## config.mk

```make
export PLATFORM = sky130hd
export DESIGN_NAME = booth_mul_scheduler
export DESIGN_NICKNAME = d
export VERILOG_FILES = /design/src/rtl/booth_sched_pkg.sv /design/src/rtl/rr_arbiter.sv /design/src/rtl/booth_mul_scheduler.sv
export SDC_FILE = /design/constraint.sdc
export NUM_CORES = 1
export LEC_CHECK = 0
export ABC_AREA = 1
export CAP_MARGIN = 30
export CELL_PAD_IN_SITES_DETAIL_PLACEMENT = 0
export CELL_PAD_IN_SITES_GLOBAL_PLACEMENT = 1
export CORE_MARGIN = 2
export CORE_UTILIZATION = 45
export DETAILED_ROUTE_END_ITERATION = 10
export DONT_BUFFER_PORTS = 1
export PLACE_DENSITY_LB_ADDON = 0.1
export SLEW_MARGIN = 20
export SYNTH_ARGS = -nofsm -noshare
export SYNTH_HDL_FRONTEND = slang
export SYNTH_SLANG_ARGS = --single-unit
```

## constraint.sdc

```tcl
create_clock -name clk -period 2.7 [get_ports clk]
set_input_delay 0.405 -clock clk [delete_from_list [all_inputs] [get_ports clk]]
set_output_delay 0.405 -clock clk [all_outputs]
set_load 0.02 [all_outputs]
```

## src/rtl/booth_sched_pkg.sv

```systemverilog
// Shared types and constants for the Booth multiplier scheduler.
// Optional build macro: BOOTH_SCHED_CHECK_EN (product self-check).
package booth_sched_pkg;

    localparam int OPW       = 4;
    localparam int PW        = 8;
    localparam int STEPS_DEF = 4;

    typedef enum logic [1:0] {IDLE, LOAD, RUN, CAPT} state_t;

    // Exact 8-bit two's complement product of two 4-bit signed operands.
    function automatic logic [PW-1:0] smul(input logic [OPW-1:0] m, input logic [OPW-1:0] q);
        logic signed [PW-1:0] a, b;
        a = signed'({{(PW-OPW){m[OPW-1]}}, m});
        b = signed'({{(PW-OPW){q[OPW-1]}}, q});
        return a * b;
    endfunction

endpackage

```

## src/rtl/rr_arbiter.sv

```systemverilog
// Combinational round-robin arbiter: first set request strictly after ptr wins.
module rr_arbiter #(
    parameter int  NUM_REQ = 4,
    localparam int IDX_W   = $clog2(NUM_REQ)
) (
    input  logic [NUM_REQ-1:0] req,
    input  logic [IDX_W-1:0]   ptr,
    output logic [NUM_REQ-1:0] gnt,
    output logic [IDX_W-1:0]   idx
);

    always_comb begin
        logic             found;
        logic [IDX_W-1:0] j;
        gnt   = '0;
        idx   = '0;
        found = 1'b0;
        j     = '0;
        for (int k = 1; k <= NUM_REQ; k++) begin
            j = IDX_W'((int'(ptr) + k) % NUM_REQ);
            if (!found && req[j]) begin
                found  = 1'b1;
                gnt[j] = 1'b1;
                idx    = j;
            end
        end
    end

endmodule

```

## src/rtl/booth_mul_scheduler.sv

```systemverilog
// Round-robin scheduler time-sharing one radix-2 Booth multiplier among NUM_REQ requesters.
// Optional build macro: BOOTH_SCHED_CHECK_EN adds a sticky product mismatch checker.
module booth_mul_scheduler
    import booth_sched_pkg::*;
#(
    parameter int NUM_REQ = 4,
    parameter int STEPS   = STEPS_DEF,
    parameter int CNT_W   = 16
) (
    input  logic                   clk,
    input  logic                   reset_n,
    input  logic [NUM_REQ-1:0]     req_valid,
    output logic [NUM_REQ-1:0]     req_ready,
    input  logic [OPW*NUM_REQ-1:0] req_m,
    input  logic [OPW*NUM_REQ-1:0] req_q,
    output logic [NUM_REQ-1:0]     resp_valid,
    output logic [PW-1:0]          resp_p,
    output logic                   busy,
    output logic [CNT_W-1:0]       op_count,
    output logic                   err_mismatch,
    output logic                   mul_reset,
    output logic                   mul_load,
    output logic [OPW-1:0]         mul_m,
    output logic [OPW-1:0]         mul_q,
    input  logic [PW-1:0]          mul_p
);

    localparam int IDX_W = $clog2(NUM_REQ);
    localparam int SC_W  = $clog2(STEPS + 1);

    state_t                       state;
    logic [IDX_W-1:0]             ptr, idx_r, gnt_idx;
    logic [NUM_REQ-1:0]           gnt;
    logic [SC_W-1:0]              step_cnt;
    logic [NUM_REQ-1:0][OPW-1:0]  m_arr, q_arr;
    logic                         accept;

    assign m_arr = req_m;
    assign q_arr = req_q;

    rr_arbiter #(.NUM_REQ(NUM_REQ)) u_arb (
        .req (req_valid),
        .ptr (ptr),
        .gnt (gnt),
        .idx (gnt_idx)
    );

    assign req_ready = (state == IDLE) ? gnt : '0;
    assign accept    = |req_ready;
    assign busy      = (state != IDLE);

    always_ff @(posedge clk or negedge reset_n) begin
        if (!reset_n) begin
            state      <= IDLE;
            ptr        <= IDX_W'(NUM_REQ - 1);
            idx_r      <= '0;
            step_cnt   <= '0;
            mul_reset  <= 1'b1;
            mul_load   <= 1'b0;
            mul_m      <= '0;
            mul_q      <= '0;
            resp_valid <= '0;
            resp_p     <= '0;
            op_count   <= '0;
        end else begin
            resp_valid <= '0;
            case (state)
                IDLE: if (accept) begin
                    idx_r     <= gnt_idx;
                    ptr       <= gnt_idx;
                    mul_m     <= m_arr[gnt_idx];
                    mul_q     <= q_arr[gnt_idx];
                    mul_reset <= 1'b0;
                    mul_load  <= 1'b1;
                    state     <= LOAD;
                end
                LOAD: begin
                    mul_load <= 1'b0;
                    step_cnt <= SC_W'(STEPS);
                    state    <= RUN;
                end
                RUN: begin
                    step_cnt <= step_cnt - SC_W'(1);
                    if (step_cnt == SC_W'(1)) state <= CAPT;
                end
                CAPT: begin
                    // mul_p settled after the last Booth step; hand it back and re-clear the multiplier
                    resp_p            <= mul_p;
                    resp_valid[idx_r] <= 1'b1;
                    op_count          <= op_count + CNT_W'(1);
                    mul_reset         <= 1'b1;
                    mul_m             <= '0;
                    mul_q             <= '0;
                    state             <= IDLE;
                end
                default: state <= IDLE;
            endcase
        end
    end

`ifdef BOOTH_SCHED_CHECK_EN
    logic [PW-1:0] exp_p;

    always_ff @(posedge clk or negedge reset_n) begin
        if (!reset_n) begin
            exp_p        <= '0;
            err_mismatch <= 1'b0;
        end else begin
            if (accept) exp_p <= smul(m_arr[gnt_idx], q_arr[gnt_idx]);
            if (state == CAPT && mul_p != exp_p) err_mismatch <= 1'b1;
        end
    end
`else
    assign err_mismatch = 1'b0;
`endif

endmodule

```

==> impl_metrics.json <==
{
  "status": "completed",
  "cpLargestDelayFamily": "simple AND/OR/NAND/NOR gates",
  "cts_buffers": 5,
  "start_util": 0.471,
  "reg2reg_from": "ptr[1]",
  "finalPower_w": 0.00483,
  "syn-cell-area_sq_um": 2820,
  "htree_levels": 2,
  "track_usage": 0.180,
  "ios": 90,
  "drv_slew": 0,
  "first_pass_iters": 4,
  "synth.most_common_cell": "nand2_1",
  "synth_area_leaders": "dfrtp_1 39%, nand2_1 16%, nand3_1 8.2%",
  "r2r_slack_ps": 310,
  "setup_viol": 0,
  "dieArea_sq_um": 6920,
  "synth_cell_types": 32,
  "max-cap-violations": 0,
  "hold_class": "input pin to register",
  "finish.net_count": 442,
  "critPathMostFrequentCell": "inv_1",
  "synth_compound_area_frac": 0.0355,
  "finalHoldViolCount": 0,
  "yosysWarningCount": 0,
  "hpwlAfterDp_mm": 4.48,
  "drcViolationCount": 0,
  "crit_fanout": 6,
  "cts.sink_count": 47,
  "cts_tree": "built",
  "wl_per_cell_um": 13.2,
  "cp.arrival_ps": 2110,
  "crit_type": "register to output pin",
  "ys_seq_elements": 47,
  "yosys.area_share.xor_xnor": 0.0497,
  "synth_top_family_by_area": "simple AND/OR/NAND/NOR gates",
  "gp_congestion": 0.795,
  "grt_max_degree": 48,
  "crit_slowest_cell": "dfstp_2",
  "hp-start": "mul_p[0]",
  "timing.critical_path.from": "ptr[1]",
  "period_minus_slack_ps": 2520,
  "utilization": 0.521,
  "clock_path_buffers": 2,
  "async_reset_ff_frac": 1.00,
  "root_buffer": "clkbuf_8",
  "path_cells": "inv_1 > ha_4 > inv_1 > nand3_2 > nand2_2 > nor2_2 > a21boi_0 > nand3_1 > nand2_1 > inv_2",
  "yosys.area_share.simple": 0.340,
  "die_y_um": 83.2,
  "dieWidth_um": 83.2,
  "synth_area_leader_cell": "dfrtp_1",
  "drive_gt1_frac": 0.115,
  "core.rowCount": 28,
  "grt_overflow": 0,
  "powerDensity_nw_per_um2": 1550,
  "synthAdderAreaFrac": 0.0665,
  "synth.cells.most_frequent": "120 x nand2_1, 47 x inv_1, 46 x nand3_1, 44 x dfrtp_1, 22 x nor2_1",
  "ys_seq_area_frac": 0.418,
  "drt_iter0_drc": 102,
  "crit_path_max_incr_delay_ps": 550,
  "vias_per_cell": 5.00,
  "antenna_found_initial": 0,
  "period_share": 0.933,
  "core_sq_um": 5990,
  "yosysTopAreaCellShare": 0.390,
  "synth_edf_count": 0,
  "peakVddDrop_v": 0.000743,
  "antenna_left": 0,
  "syn_area_per_cell_sq_um": 7.65,
  "p_leak_nw": 1.71,
  "yosys-mux-area-fraction": 0,
  "crit_buf_inv": 3,
  "syn-instance-count": 369,
  "syn2layout_area_growth_pct": 10.7,
  "fin_skew_ps": 5.71,
  "diodes": 0,
  "ys.flop_type": "dfrtp_1",
  "path_clk_slew_ps": 90,
  "dr_total_vias": 2284,
  "io_buffers": 0,
  "wirelength_mm": 6.04,
  "grt_pass1_wl_mm": 10.4,
  "end_kind": "output pin",
  "clk-insertion-delay-late_ps": 300,
  "fmax_mhz": 397,
  "grt_pass1_vias": 2285,
  "synth_nets": 430,
  "crit_required_ps": 2300,
  "worstSetupStartpointType": "register"
}
worst reg2reg max path, delay by kind of cell, from the launching register on:
kind,cells,cell delay (ps)
flip-flops,1,550
AND/OR/NAND/NOR,12,1270
buffers and inverters,2,220
adder cells (fa/ha/maj),1,290
state kept, by name, indices dropped and copies added (netlist names):
register,flops
op_count,16
mul_load,1
mul_m,4
idx_r,2
resp_p,8
mul_reset,1
state,2
step_cnt,3
mul_q,4
ptr,2
resp_valid,4
timing repair:
action                                  CTS  global route
pin swaps                                 0             1
endpoints found under the setup margin   11            15
hold buffers                              2             0
resized for setup                         7             2
buffers inserted                          1             2
endpoints found under the hold margin    47             0
metrics by stage:
step           setup slack (ps)  cells  hold WS [ps]  cell area [sq um]  TNS, ps
6_report                    181    457           218               3120        0
5_1_grt                   -8.44    457           210               3120    -8.44
3_3_place_gp               44.5    444           111               2920        0
3_5_place_dp              -15.6    444           110               2920    -15.6
4_1_cts                    59.4    455           208               3090        0
2_1_floorplan               298    369           109               2820        0
cell usage in the layout, fill, tap and decap left out, types with 2 or more instances in the layout:
cell	count
a21boi_0	4
a21oi_1	4
buf_4	12
clkbuf_8	5
dfrtp_1	44
dfstp_2	3
ha_1	14
inv_1	43
inv_2	5
nand2_1	120
nand2_2	2
nand2_4	2
nand3_1	46
nand3_2	2
nand3b_1	8
nor2_1	21
nor2_2	3
nor2_4	2
nor3_1	6
o21ai_0	3
o21ai_1	4
xnor2_1	3
xor2_1	13
final cells by class:
| cell class | count | area [sq um] |
|---|---|---|
| fillers | 599 | 2870 |
| flip-flops and latches | 47 | 1180 |
| repair buffers | 14 | 128 |
| inverters | 49 | 186 |
| clock buffers | 5 | 68.8 |
| multi-input cells | 264 | 1420 |
| clock inverters | 3 | 43.8 |
| well taps | 75 | 93.8 |
layer usage:
metal | global-route usage | wire [um] | vias up
li1 | - | - | 1170
met1 | 0.231 | 2750 | 1057
met2 | 0.305 | 2910 | 53
met3 | 0.0517 | 343 | 4
met4 | 0.0358 | 35 | 0
met5 | 0 | 0 | -
where the power goes:
part           internal (W)  switching, W  leakage (nW)
clock network      0.000276      0.000244        0.0581
registers          0.000980      0.000395         0.603
logic               0.00104       0.00189          1.05
total               0.00230       0.00253          1.71
worst paths after layout:
| kind | depth (start not counted) | endpoint |
|---|---|---|
| min | 2 | resp_p[0] |
| min reg2reg | 1 | resp_valid[2] |
| max in group asynchronous | 2 | mul_reset |
| min in group asynchronous | 2 | op_count[15] |
| max reg2reg | 15 | state[0] |
| max | 10 | req_ready[0] |
kinds of logic (layout without fill, tap and decap cells):
group / count (synthesis) / in the layout
AOI/OAI and AO/OA: 17 / 17
adders and majority gates: 15 / 15
other: 1 / 1
and+or+nand+nor: 215 / 215
DFF: 47 / 47
buffers and inverters: 58 / 71
xor gates and xnor gates: 16 / 16
Note: power is estimated with default switching activity, not from simulation.
